==> config.mk <==
export PLATFORM = sky130hd
export DESIGN_NAME = fifo_flow_ctrl
export DESIGN_NICKNAME = d
export VERILOG_FILES = /design/src/rtl/fifo_flow_ctrl_pkg.sv /design/src/rtl/fifo_flow_ctrl_mem.sv /design/src/rtl/fifo_flow_ctrl.sv
export SDC_FILE = /design/constraint.sdc
export NUM_CORES = 1
export LEC_CHECK = 0
export CAP_MARGIN = 10
export CORE_MARGIN = 1
export CORE_UTILIZATION = 30
export DETAILED_ROUTE_END_ITERATION = 16
export PLACE_DENSITY = 0.56
export SETUP_SLACK_MARGIN = 0.5
export SLEW_MARGIN = 10
export SYNTH_ARGS = -nofsm -noshare
export SYNTH_HDL_FRONTEND = slang
export SYNTH_HIERARCHICAL = 1
export SYNTH_SLANG_ARGS = --single-unit
export TNS_END_PERCENT = 20
==> constraint.sdc <==
create_clock -name CLK -period 9.3 [get_ports CLK]
set_input_delay 1.86 -clock CLK [delete_from_list [all_inputs] [get_ports CLK]]
set_output_delay 1.86 -clock CLK [all_outputs]
set_load 0.03 [all_outputs]
==> src/rtl/fifo_flow_ctrl_pkg.sv <==
// Shared definitions for the lane buffer: default widths, hysteresis state
// encoding and reset threshold helpers, reused by the lane FSM and 4-lane wrapper.
package fifo_flow_ctrl_pkg;

  localparam int DEF_DATA_WIDTH = 6;
  localparam int DEF_ADDR_WIDTH = 3;

  typedef enum logic {
    NORMAL = 1'b0,
    PAUSED = 1'b1
  } flow_state_t;

  localparam int RST_LO_THRESH = 2;

  // Reset pause threshold sits two words below full.
  function automatic int rst_hi_thresh(input int addr_width);
    return (1 << addr_width) - 2;
  endfunction

endpackage

==> src/rtl/fifo_flow_ctrl_mem.sv <==
// Dual-port register file: one write port, one synchronous read port.
// The array is not reset; only the read register is.
module fifo_flow_ctrl_mem #(
  parameter int DW = 6,
  parameter int AW = 3
) (
  input  logic          i_clk,
  input  logic          i_rst_n,
  input  logic          i_wr_en,
  input  logic [AW-1:0] i_wr_addr,
  input  logic [DW-1:0] i_wr_data,
  input  logic          i_rd_en,
  input  logic [AW-1:0] i_rd_addr,
  output logic [DW-1:0] o_rd_data
);

  logic [DW-1:0] r_mem [(1<<AW)];
  logic [DW-1:0] r_rd_data;

  // Write port
  always_ff @(posedge i_clk) begin
    if (i_wr_en) begin
      r_mem[i_wr_addr] <= i_wr_data;
    end
  end

  // Read register holds its value when no pop is accepted
  always_ff @(posedge i_clk or negedge i_rst_n) begin
    if (!i_rst_n) begin
      r_rd_data <= '0;
    end else if (i_rd_en) begin
      r_rd_data <= r_mem[i_rd_addr];
    end else begin
      r_rd_data <= r_rd_data;
    end
  end

  assign o_rd_data = r_rd_data;

endmodule

==> src/rtl/fifo_flow_ctrl.sv <==
// One lane of the data buffer: synchronous FIFO with sticky error and a
// pause/continue hysteresis FSM driven by thresholds latched during Init.
module fifo_flow_ctrl
  import fifo_flow_ctrl_pkg::*;
#(
  parameter int DATA_WIDTH = DEF_DATA_WIDTH,
  parameter int ADDR_WIDTH = DEF_ADDR_WIDTH
) (
  input  logic                  CLK,
  input  logic                  sReset,
  input  logic                  sInit,
  input  logic [ADDR_WIDTH:0]   umbral_alto,
  input  logic [ADDR_WIDTH:0]   umbral_bajo,
  input  logic                  wr_en,
  input  logic [DATA_WIDTH-1:0] data_in,
  input  logic                  rd_en,
  output logic [DATA_WIDTH-1:0] data_out,
  output logic                  valid_out,
  output logic                  empty,
  output logic                  full,
  output logic                  pause,
  output logic                  continue_o,
  output logic                  error,
  output logic [ADDR_WIDTH:0]   count
);

  localparam int CW = ADDR_WIDTH + 1;
  localparam logic [CW-1:0] DEPTH_C  = CW'(1 << ADDR_WIDTH);
  localparam logic [CW-1:0] RST_HI_C = CW'(rst_hi_thresh(ADDR_WIDTH));
  localparam logic [CW-1:0] RST_LO_C = CW'(RST_LO_THRESH);

  logic [ADDR_WIDTH-1:0] r_wr_ptr, r_rd_ptr;
  logic [CW-1:0]         r_count, r_hi, r_lo;
  logic                  r_error, r_valid, r_continue;
  flow_state_t           r_state;

  logic [CW-1:0] w_next_count, w_alto_sat, w_bajo_sat, w_hi_ld, w_lo_ld;
  logic          w_push, w_pop, w_err;
  logic          w_continue_nx;
  flow_state_t   w_state_nx;

  assign empty = (r_count == '0);
  assign full  = (r_count == DEPTH_C);

  // Pop needs data; push needs room, or a same-edge pop freeing a slot.
  assign w_pop  = rd_en & ~sInit & ~empty;
  assign w_push = wr_en & ~sInit & (~full | w_pop);
  assign w_err  = ~sInit & ((rd_en & empty) | (wr_en & ~w_push));

  // Next occupancy
  always_comb begin
    w_next_count = r_count;
    case ({w_push, w_pop})
      2'b10:   w_next_count = r_count + CW'(1);
      2'b01:   w_next_count = r_count - CW'(1);
      default: w_next_count = r_count;
    endcase
  end

  // Sanitised threshold values to latch during Init
  always_comb begin
    w_alto_sat = (umbral_alto > DEPTH_C) ? DEPTH_C : umbral_alto;
    w_bajo_sat = (umbral_bajo > DEPTH_C) ? DEPTH_C : umbral_bajo;
    w_hi_ld    = w_alto_sat;
    w_lo_ld    = w_bajo_sat;
    if (w_alto_sat == '0) begin
      w_hi_ld = CW'(1);
      w_lo_ld = '0;
    end else if (w_bajo_sat >= w_alto_sat) begin
      w_lo_ld = w_alto_sat - CW'(1);
    end else begin
      w_lo_ld = w_bajo_sat;
    end
  end

  // Hysteresis next state; the pause condition wins when both hold
  always_comb begin
    w_state_nx    = r_state;
    w_continue_nx = 1'b0;
    case (r_state)
      NORMAL: begin
        if (w_next_count >= r_hi) begin
          w_state_nx = PAUSED;
        end else begin
          w_state_nx = NORMAL;
        end
      end
      PAUSED: begin
        if ((w_next_count <= r_lo) && (w_next_count < r_hi)) begin
          w_state_nx    = NORMAL;
          w_continue_nx = 1'b1;
        end else begin
          w_state_nx = PAUSED;
        end
      end
      default: w_state_nx = NORMAL;
    endcase
  end

  // Pointers, occupancy, flags and FSM state
  always_ff @(posedge CLK or negedge sReset) begin
    if (!sReset) begin
      r_wr_ptr   <= '0;
      r_rd_ptr   <= '0;
      r_count    <= '0;
      r_error    <= 1'b0;
      r_valid    <= 1'b0;
      r_continue <= 1'b0;
      r_state    <= NORMAL;
    end else begin
      r_wr_ptr   <= w_push ? r_wr_ptr + ADDR_WIDTH'(1) : r_wr_ptr;
      r_rd_ptr   <= w_pop  ? r_rd_ptr + ADDR_WIDTH'(1) : r_rd_ptr;
      r_count    <= w_next_count;
      r_error    <= r_error | w_err;
      r_valid    <= w_pop;
      r_continue <= w_continue_nx;
      r_state    <= w_state_nx;
    end
  end

  // Threshold registers
  always_ff @(posedge CLK or negedge sReset) begin
    if (!sReset) begin
      r_hi <= RST_HI_C;
      r_lo <= RST_LO_C;
    end else if (sInit) begin
      r_hi <= w_hi_ld;
      r_lo <= w_lo_ld;
    end else begin
      r_hi <= r_hi;
      r_lo <= r_lo;
    end
  end

  fifo_flow_ctrl_mem #(
    .DW(DATA_WIDTH),
    .AW(ADDR_WIDTH)
  ) u_mem (
    .i_clk     (CLK),
    .i_rst_n   (sReset),
    .i_wr_en   (w_push),
    .i_wr_addr (r_wr_ptr),
    .i_wr_data (data_in),
    .i_rd_en   (w_pop),
    .i_rd_addr (r_rd_ptr),
    .o_rd_data (data_out)
  );

  assign valid_out  = r_valid;
  assign pause      = (r_state == PAUSED);
  assign continue_o = r_continue;
  assign error      = r_error;
  assign count      = r_count;

endmodule

==> summary.md <==
| Metric | Value |
|---|---|
| Minimum clock period | 4760 ps |
| Post-Syn Nets | 295 |
| WP data arrival | 4970 ps |
| Final WL | 6.91 mm |
| Top sig layer | met4 |
| Clk pin slew, worst setup/hold paths | 60 ps |
| Leak | 1.64 nW |
| Fmax | 0.210 GHz |
| Num rows | 39 |
| Met2 routed WL | 3.53 mm |
| Status | completed |
| Worst-path maximum fanout | 15 |
| Die area | 0.0123 mm² |
| Synth area leader | edfxtp_1 |
| Post-Syn Area | 0.00355 mm² |
| Yosys reg bits | 76 |
| Max H-tree Level | 3 |
| Final hold vios | 0 |
| Most frequent cell after synthesis | edfxtp_1 |
| Initial core utilization | 0.310 |
| Final Core Density | 0.374 |
| Metal3 WL | 233 µm |
| Post-route DRC | 0 |
| Setup TNS | 0 ps |
| Largest net degree at the start of global routing | 29 |
| CTS Buffer Depth | 2 |
| Clk Latency, worst-skew pair | 330 ps |
| Hpwl dp | 4.64 mm |
| Post-synth top cells | edfxtp_1 (48), dfrtp_1 (25), ha_1 (18), nand2_1 (18), mux2i_1 (17) |
| Initial antenna violation count | 0 |
| Clock root buffer | clkbuf_16 |
| Met1 WL | 3.04 mm |
| # IOs | 35 |
| Via count | 2,117 |
| Clock sink total | 76 |
| Core Region | 0.0115 mm² |
| Critical Path End Type | register |
| RSZ-0062 raised after global routing | false |
| Global route overflow | 0 |
| Hold Crit Class | reg -> reg |
| Max-Cap Viols | 0 |
| Synth warnings | 6 |
| Post-synthesis cell type count | 40 |
| Area Overhead vs Synth | 21.0% |
| Final nets | 336 |
| Maximum vdd drop | 151 µV |
| First-pass GRT wire length | 11.2 mm |
| Die Y | 111 µm |
| DRT iter0 DRCs | 84 |
| Rel. slew slack | 0.315 |
| Post-synth ARST share | 0.368 |
| # diodes | 0 |
| Avg Inst Size Synth | 13.8 µm² |
| Tcrit/Tclk final | 0.512 |
| Area fraction of the dominant cell type after synthesis | 0.406 |
| Main area contributors after synthesis | edfxtp_1 (41%), dfrtp_1 (18%), ha_1 (6.3%), mux2_2 (5.1%), mux2i_1 (4.8%) |
| Final Skew | 8.58 ps |
| EDFF count, synth | 48 |
| GPL Wtd Cong | 0.754 |
| Number of hold buffers added after cts | 0 |
| Sequential standard cell area | 0.00215 mm² |
| Most used flip-flop cell after synthesis | edfxtp_1 |
| DR pass1 iterations | 5 |
| Cts repair resizes | 0 |
| Endpoints failing setup | 0 |
| PortBufs | 34 |
| Register area share after synthesis | 0.605 |
| CP required | 9510 ps |
| Cell count after synthesis | 257 |
| Number of global-route vias before repair | 2,176 |
| Type of origin of the critical path | input port |
| Power density cells | 289 mW/mm² |
| Slew Viols, Final | 0 |
| ANT nets after route | 0 |
| CTS tree | built |
| Die width | 111 µm |
| Layout cells sized above 1 | 0.132 |
| Multi-input gate area | 0.00129 mm² |
| Post-CTS Setup Inserts | 0 |
| Detailed-route wire length per cell | 15.5 µm |
| GRT Util Overall | 0.121 |
| Fill cells | 1,083 |
| Vias per inst | 4.75 |
| CP Class | in -> reg |
| Total CTS buffers | 9 |
| Least-Margin Pin Slew | 1020 ps |
[placed cells by master, fill, tap and decap left out, types with 8 or more instances in the layout]
cell type / n
dfrtp_1: 25
nor2_1: 12
edfxtp_1: 48
o22ai_1: 10
inv_1: 13
mux2i_1: 17
nand2_1: 18
ha_1: 18
clkbuf_16: 9
mux2_2: 16
clkdlybuf4s50_1: 34
nand2b_1: 8
[routing by layer]
layer	vias to the layer above	track usage
li1	1035	-
met1	1034	0.143
met2	38	0.208
met3	10	0.0290
met4	0	0.0560
met5	-	0
[where the power goes]
group | total [W] | switching (W) | internal (W)
clock | 0.000312 | 0.000131 | 0.000181
combinational | 0.000457 | 0.000250 | 0.000207
sequential | 0.000471 | 0.0000486 | 0.000423
total | 0.00124 | 0.000429 | 0.000812
[final timing paths]
kind                          start  endpoint  slack (ps)  cells after the start
max                           sInit     pause        4540                     13
min                           error     error         480                      2
max reg2reg                count[2]     pause        6180                     10
min reg2reg                   error     error         480                      2
max in group asynchronous    sReset   r_hi[2]        7070                      2
min in group asynchronous    sReset  count[1]        1910                      2
[cells by family (layout without fill, tap and decap cells)]
| kind of cell | Yosys count | after routing | share of synthesized area |
|---|---|---|---|
| flops | 76 | 76 | 0.605 |
| simple gates | 59 | 59 | 0.0849 |
| compound gates | 40 | 40 | 0.0853 |
| mux | 33 | 33 | 0.0987 |
| buf+inv | 20 | 66 | 0.0328 |
| fa+ha+maj | 19 | 19 | 0.0691 |
| xor+xnor | 10 | 10 | 0.0247 |
[area by class of cell]
type / instances / area share
flip-flops and latches: 76 / 0.500
multi-input cells: 161 / 0.300
repair buffers: 37 / 0.0845
clock buffers: 11 / 0.0542
well taps: 143 / 0.0417
inverters: 13 / 0.0114
clock inverters: 5 / 0.00874
[sequential cells by signal, summed over array words and instances (netlist names), 3 cells and up]
signal           flops
count                4
r_hi                 4
r_lo                 4
r_rd_ptr             3
r_wr_ptr             3
u_mem/o_rd_data      6
u_mem/r_mem         48
[stage by stage]
stage               hold WS (ps)  power (W)  cell area [µm²]  setup slack (ps)  std cells
floorplan                    457   0.000811             3550              5240        257
global placement             462   0.000926             4020              4290        430
detailed placement           473   0.000940             4020              4200        430
CTS                          488    0.00126             4290              4540        446
global route                 509    0.00132             4290              4250        446
finish                       482    0.00124             4290              4540        446
[critical path, stage by stage]
cell,delay [ps]
clkdlybuf4s50_1,730
nor3b_1,310
o21a_1,260
ha_1,260
a21o_1,150
a21oi_1,180
xnor2_1,130
nand2_1,80
xnor2_1,300
ha_1,310
o21a_1,120
o211ai_1,160
o211ai_1,110
Note: power is estimated with default switching activity, not from simulation.
